### src/rtl/fetch_pkg.sv
// fetch_pkg: shared state encoding and default opcodes for the fetch sequencer
package fetch_pkg;
  typedef enum logic [3:0] {
    IDLE, FETCH_OP, WAIT_OP, DECODE, FETCH_LO, WAIT_LO,
    FETCH_HI, WAIT_HI, JLD_LO, JLD_HI, EXEC, HALT
  } state_t;
  localparam logic [7:0] DEF_OP_JMP = 8'hC0;
  localparam logic [7:0] DEF_OP_JZ  = 8'hC1;
  localparam logic [7:0] DEF_OP_HLT = 8'hFF;
endpackage

### src/rtl/fetch_sequencer_if.sv
// fetch_sequencer_if: memory, program-counter and execute handshake signals of the fetch sequencer
interface fetch_sequencer_if;
  logic       run;
  logic       zero_flag;
  logic       exec_done;
  logic [7:0] mem_rdata;
  logic       mem_rd;
  logic       pc_inc;
  logic       pc_ld;
  logic [7:0] pc_bus;
  logic [7:0] ir;
  logic       exec_start;
  logic       halted;
  modport master (
    input  run, zero_flag, exec_done, mem_rdata,
    output mem_rd, pc_inc, pc_ld, pc_bus, ir, exec_start, halted
  );
  modport slave (
    output run, zero_flag, exec_done, mem_rdata,
    input  mem_rd, pc_inc, pc_ld, pc_bus, ir, exec_start, halted
  );
endinterface

### src/rtl/fetch_sequencer.sv
// fetch_sequencer: steps the PC, fetches opcodes and jump operands, and hands other opcodes to execute
module fetch_sequencer
  import fetch_pkg::*;
#(
  parameter logic [7:0] OP_JMP = DEF_OP_JMP,
  parameter logic [7:0] OP_JZ  = DEF_OP_JZ,
  parameter logic [7:0] OP_HLT = DEF_OP_HLT
) (
  input logic clk,
  input logic rst_n,
  fetch_sequencer_if.master bus
);
  state_t state, state_n;
  logic [7:0] addr_lo, addr_hi;
  logic first;
  logic jump, taken;
  assign jump  = bus.ir == OP_JMP || bus.ir == OP_JZ;
  assign taken = bus.ir == OP_JMP || (bus.ir == OP_JZ && bus.zero_flag);
  // next state and state-decoded strobes, all forced low while reset is held
  always_comb begin
    state_n = state;
    case (state)
      IDLE:     state_n = bus.run ? FETCH_OP : IDLE;
      FETCH_OP: state_n = WAIT_OP;
      WAIT_OP:  state_n = DECODE;
      DECODE:   state_n = jump ? FETCH_LO : bus.ir == OP_HLT ? HALT : EXEC;
      FETCH_LO: state_n = WAIT_LO;
      WAIT_LO:  state_n = FETCH_HI;
      FETCH_HI: state_n = WAIT_HI;
      WAIT_HI:  state_n = taken ? JLD_LO : FETCH_OP;
      JLD_LO:   state_n = JLD_HI;
      JLD_HI:   state_n = FETCH_OP;
      EXEC:     state_n = bus.exec_done ? FETCH_OP : EXEC;
      HALT:     state_n = HALT;
      default:  state_n = IDLE;
    endcase
    bus.mem_rd     = rst_n && (state == FETCH_OP || state == FETCH_LO || state == FETCH_HI);
    bus.pc_inc     = rst_n && (state == WAIT_OP || state == WAIT_LO || state == WAIT_HI);
    bus.pc_ld      = rst_n && state == JLD_LO;
    bus.exec_start = rst_n && state == EXEC && first;
    bus.halted     = rst_n && state == HALT;
  end
  // state, opcode/operand capture and the PC byte lane, which is loaded one cycle ahead of each JLD state
  always_ff @(posedge clk) begin
    if (!rst_n) begin
      state      <= IDLE;
      first      <= 1'b0;
      bus.ir     <= '0;
      addr_lo    <= '0;
      addr_hi    <= '0;
      bus.pc_bus <= '0;
    end else begin
      state <= state_n;
      first <= state_n == EXEC && state != EXEC;
      if (state == WAIT_OP) bus.ir <= bus.mem_rdata;
      if (state == WAIT_LO) addr_lo <= bus.mem_rdata;
      if (state == WAIT_HI) addr_hi <= bus.mem_rdata;
      if (state == WAIT_HI && taken) bus.pc_bus <= addr_lo;
      if (state == JLD_LO) bus.pc_bus <= addr_hi;
    end
  end
endmodule

### src/flat_wrapper.sv
// flat-port wrapper written by rule: the top's interface ports become plain ports
module fetch_sequencer_flat import fetch_pkg::*;
#(
  parameter logic [7:0] OP_JMP = DEF_OP_JMP,
  parameter logic [7:0] OP_JZ  = DEF_OP_JZ,
  parameter logic [7:0] OP_HLT = DEF_OP_HLT
)
  (clk, rst_n, bus_run, bus_zero_flag, bus_exec_done, bus_mem_rdata, bus_mem_rd, bus_pc_inc, bus_pc_ld, bus_pc_bus, bus_ir, bus_exec_start, bus_halted);
  fetch_sequencer_if bus_i ();
  input logic clk;
  input logic rst_n;
  input wire logic [$bits(bus_i.run)-1:0] bus_run;
  input wire logic [$bits(bus_i.zero_flag)-1:0] bus_zero_flag;
  input wire logic [$bits(bus_i.exec_done)-1:0] bus_exec_done;
  input wire logic [$bits(bus_i.mem_rdata)-1:0] bus_mem_rdata;
  output wire logic [$bits(bus_i.mem_rd)-1:0] bus_mem_rd;
  output wire logic [$bits(bus_i.pc_inc)-1:0] bus_pc_inc;
  output wire logic [$bits(bus_i.pc_ld)-1:0] bus_pc_ld;
  output wire logic [$bits(bus_i.pc_bus)-1:0] bus_pc_bus;
  output wire logic [$bits(bus_i.ir)-1:0] bus_ir;
  output wire logic [$bits(bus_i.exec_start)-1:0] bus_exec_start;
  output wire logic [$bits(bus_i.halted)-1:0] bus_halted;
  assign bus_i.run = bus_run;
  assign bus_i.zero_flag = bus_zero_flag;
  assign bus_i.exec_done = bus_exec_done;
  assign bus_i.mem_rdata = bus_mem_rdata;
  assign bus_mem_rd = bus_i.mem_rd;
  assign bus_pc_inc = bus_i.pc_inc;
  assign bus_pc_ld = bus_i.pc_ld;
  assign bus_pc_bus = bus_i.pc_bus;
  assign bus_ir = bus_i.ir;
  assign bus_exec_start = bus_i.exec_start;
  assign bus_halted = bus_i.halted;
  fetch_sequencer #(.OP_JMP(OP_JMP), .OP_JZ(OP_JZ), .OP_HLT(OP_HLT)) u_core (.clk(clk), .rst_n(rst_n), .bus(bus_i));
endmodule
### config.mk
export PLATFORM = sky130hd
export DESIGN_NAME = fetch_sequencer_flat
export DESIGN_NICKNAME = d
export VERILOG_FILES = /design/src/rtl/fetch_pkg.sv /design/src/rtl/fetch_sequencer_if.sv /design/src/rtl/fetch_sequencer.sv /design/src/flat_wrapper.sv
export SDC_FILE = /design/constraint.sdc
export NUM_CORES = 1
export LEC_CHECK = 0
export ABC_CLOCK_PERIOD_IN_PS = 3200
export CAP_MARGIN = 15
export CORE_MARGIN = 4
export CORE_UTILIZATION = 45
export DETAILED_ROUTE_END_ITERATION = 12
export PLACE_DENSITY = 0.69
export SLEW_MARGIN = 20
export SYNTH_ARGS = -nofsm -noshare
export SYNTH_HDL_FRONTEND = slang
export SYNTH_SLANG_ARGS = --single-unit
export TNS_END_PERCENT = 1
### constraint.sdc
create_clock -name clk -period 3.2 [get_ports clk]
set_input_delay 0.64 -clock clk [delete_from_list [all_inputs] [get_ports clk]]
set_output_delay 0.64 -clock clk [all_outputs]
set_load 0.01 [all_outputs]
==> reports/metrics.csv <==
stage,metric,value,unit
run_status,status,completed,
detailed_routing,Vias,1506,
timing,worst hold slack,0.456,ns
detailed_routing,drc violations,0,
clock_network,H-tree depth,2,
synthesis,leading cell types by total area after synthesis,"dfxtp_1 41%, mux2i_1 8.9%, nand2_1 8.1%",
die,I/O pins,34,
timing,Fin Clk Skew,0.00654,ns
die,area of the core,0.00377,sq mm
synthesis,post-synthesis sequential area ratio,41.2,%
layout,fraction of layout cells with a size suffix above 1,12.2,%
timing,Fmax,363,MHz
synthesis,"EDFF count, synth",0,
clock_network,Hold Buf Count CTS,0,
worst_setup_path,Worst setup SP type,input port,
global_route,Global Route Usage Sum,17.2,%
synthesis,most frequent cells after synthesis,"39 x nand2_1, 37 x dfxtp_1, 16 x mux2i_1",
timing,total negative slack,0,ns
worst_setup_path,Reg2Reg Depth,4,
synthesis,mean post-synth cell area,9.36,sq um
detailed_routing,Vias/cell,5.58,
synthesis,Mapped Area,0.00180,sq mm
clock_network,PostCTS Resize Cnt,0,
synthesis,post-synth top area share,41.2,%
global_route,first-pass GRT wire length,7040,um
die,Starting Density,47.6,%
global_route,largest net degree at the start of global routing,26,
layout,ant diodes,0,
timing,RSZ-0062 raised after global routing,no,
placed_design,GP Congestion,0.807,
job,max-cap viol count,0,
synthesis,Synth Flop Type,dfxtp_1,
synthesis,"flops & latches, synth",37,
die,chip height,71.2,um
layout,# nets final,234,
timing,Final period util,86.1,%
worst_setup_path,Crit. End Element,output port,
detailed_routing,DR WL/cell,15.5,um
clock_network,Root Buffer,clkbuf_8,
worst_setup_path,Worst Setup Path Type,input port to output port,
die,DIE WIDTH,71.2,um
die,die area,0.00507,sq mm
timing,Slew @ Worst Pin,0.652,ns
worst_setup_path,Crit path required time,2.56,ns
detailed_routing,drt first pass iters,4,
worst_hold_path,Hold Path Class,flip-flop to flip-flop,
synthesis,synth warn,0,
timing,Final Max Tran Viols,0,
synthesis,Netlist cell types,40,
timing,Final Hold Vio Count,0,
clock_network,"CTS clk-pin slew, worst paths",0.07,ns
detailed_routing,drt total wl,4190,um
placed_design,placed cell area,0.00211,sq mm
placed_design,Post-DP HPWL,3050,um
pwr,power per standard cell area,443,mW/mm^2
layout,post-layout util,58.4,%
clock_network,CTS Buf Count,5,
pwr,Max rail drop VDD,0.288,mV
layout,Fill cells,327,
pwr,P_leak,0.767,nW
worst_setup_path,Worst Path Max Fanout,6,
detailed_routing,antenna-violating nets left,0,
worst_setup_path,worst path arrival time,2.12,ns
detailed_routing,drt initial violations,178,
synthesis,post-synth net total,205,
timing,max_slew headroom,56.3,%
global_route,initial antenna violation count,0,
clock_network,clock buffer depth,2,
global_route,Congestion Overflow GR,0,
clock_network,Skew-Pair Late Insertion Delay,0.29,ns
layout,Area Overhead vs Synth,22.5,%
synthesis,Async SR Flop Fraction,0,%
die,row count,22,
layout,post-route cell area,0.00220,sq mm
timing,crit path time final,2.76,ns
worst_hold_path,hold path cells,2,
synthesis,Synth Instances,192,
placed_design,number of port buffers,33,
clock_network,Post-CTS Setup Bufs,0,
global_route,vias in the first global route,1532,
clock_network,CTS tree,done,
synthesis,Synth area leader,dfxtp_1,
synthesis,most common cell in the netlist,nand2_1,
timing,Final setup viols,0,
clock_network,clk sink count,37,
critical path: stages:
cell and delay [ns]:
clkdlybuf4s50_1 0.62, nand2_1 0.12, nor3_1 0.17, clkdlybuf4s50_1 0.57
path summary, 6_finish.rpt:
| check | from | end | slack, ns |
|---|---|---|---|
| hold / removal | u_core.addr_hi[6] | u_core.addr_hi[6] | 0.46 |
| hold reg to reg | u_core.addr_hi[6] | u_core.addr_hi[6] | 0.46 |
| setup / recovery | rst_n | bus_exec_start | 0.44 |
| setup reg to reg | u_core.state[2] | u_core.bus.pc_bus[2] | 0.90 |
placed cells by master (no fill, tap or decap), drive strengths merged, types with 2 or more instances in the layout:
cell and count:
nor2b 8, and4bb 2, inv 4, or3 2, nand4 2, a21oi 4
nor2 6, nor4 2, o21ai 9, o311a 9, clkdlybuf4s50 33, dfxtp 37
nand2b 4, a21boi 16, nor3 7, mux2i 16, buf 3, nand2 39
clkbuf 5
metrics by stage:
stage	cells	total power, W	setup WS (ns)
CTS	270	0.000981	0.432
global route	270	0.00102	0.345
finish	270	0.000975	0.444
global placement	262	0.000651	0.500
detailed placement	262	0.000655	0.432
floorplan	192	0.000595	1.21
sequential cells by signal, summed over array words and instances (netlist names):
| register | cells |
|---|---|
| u_core.first | 1 |
| u_core.addr_hi | 8 |
| u_core.bus.ir | 8 |
| u_core.state | 4 |
| u_core.addr_lo | 8 |
| u_core.bus.pc_bus | 8 |
final cells by class:
type	count	area [sq um]	share of cell area (%)
inverters	3	13.8	0.625
flip-flops and latches	37	741	33.7
well taps	48	60.1	2.73
clock inverters	3	21.3	0.966
repair buffers	36	353	16.0
multi-input cells	138	943	42.9
clock buffers	5	68.8	3.13
per-layer routing:
layer	up-vias	global-route usage [%]	share of wire (%)
met1	724	20.1	43
met2	38	30.4	52
met4	0	6.68	1.6
met5	-	0	0
li1	737	-	-
met3	7	3.55	3.8
report_power, final:
part	switching (W)	internal [W]	leakage [nW]	total (W)
Sequential	0.0000260	0.000477	0.299	0.000503
Clock	0.000176	0.000154	0.0445	0.000330
Combinational	0.0000669	0.0000747	0.423	0.000142
logic make-up after synthesis:
group	count (synthesis)	share of synthesized area [%]
buffers and inverters	17	6.75
flip-flops	37	41.2
AND/OR/NAND/NOR	79	24.9
AO/OA/AOI/OAI	42	17.6
multiplexers	17	9.54
(Power assumes the default switching activity.)
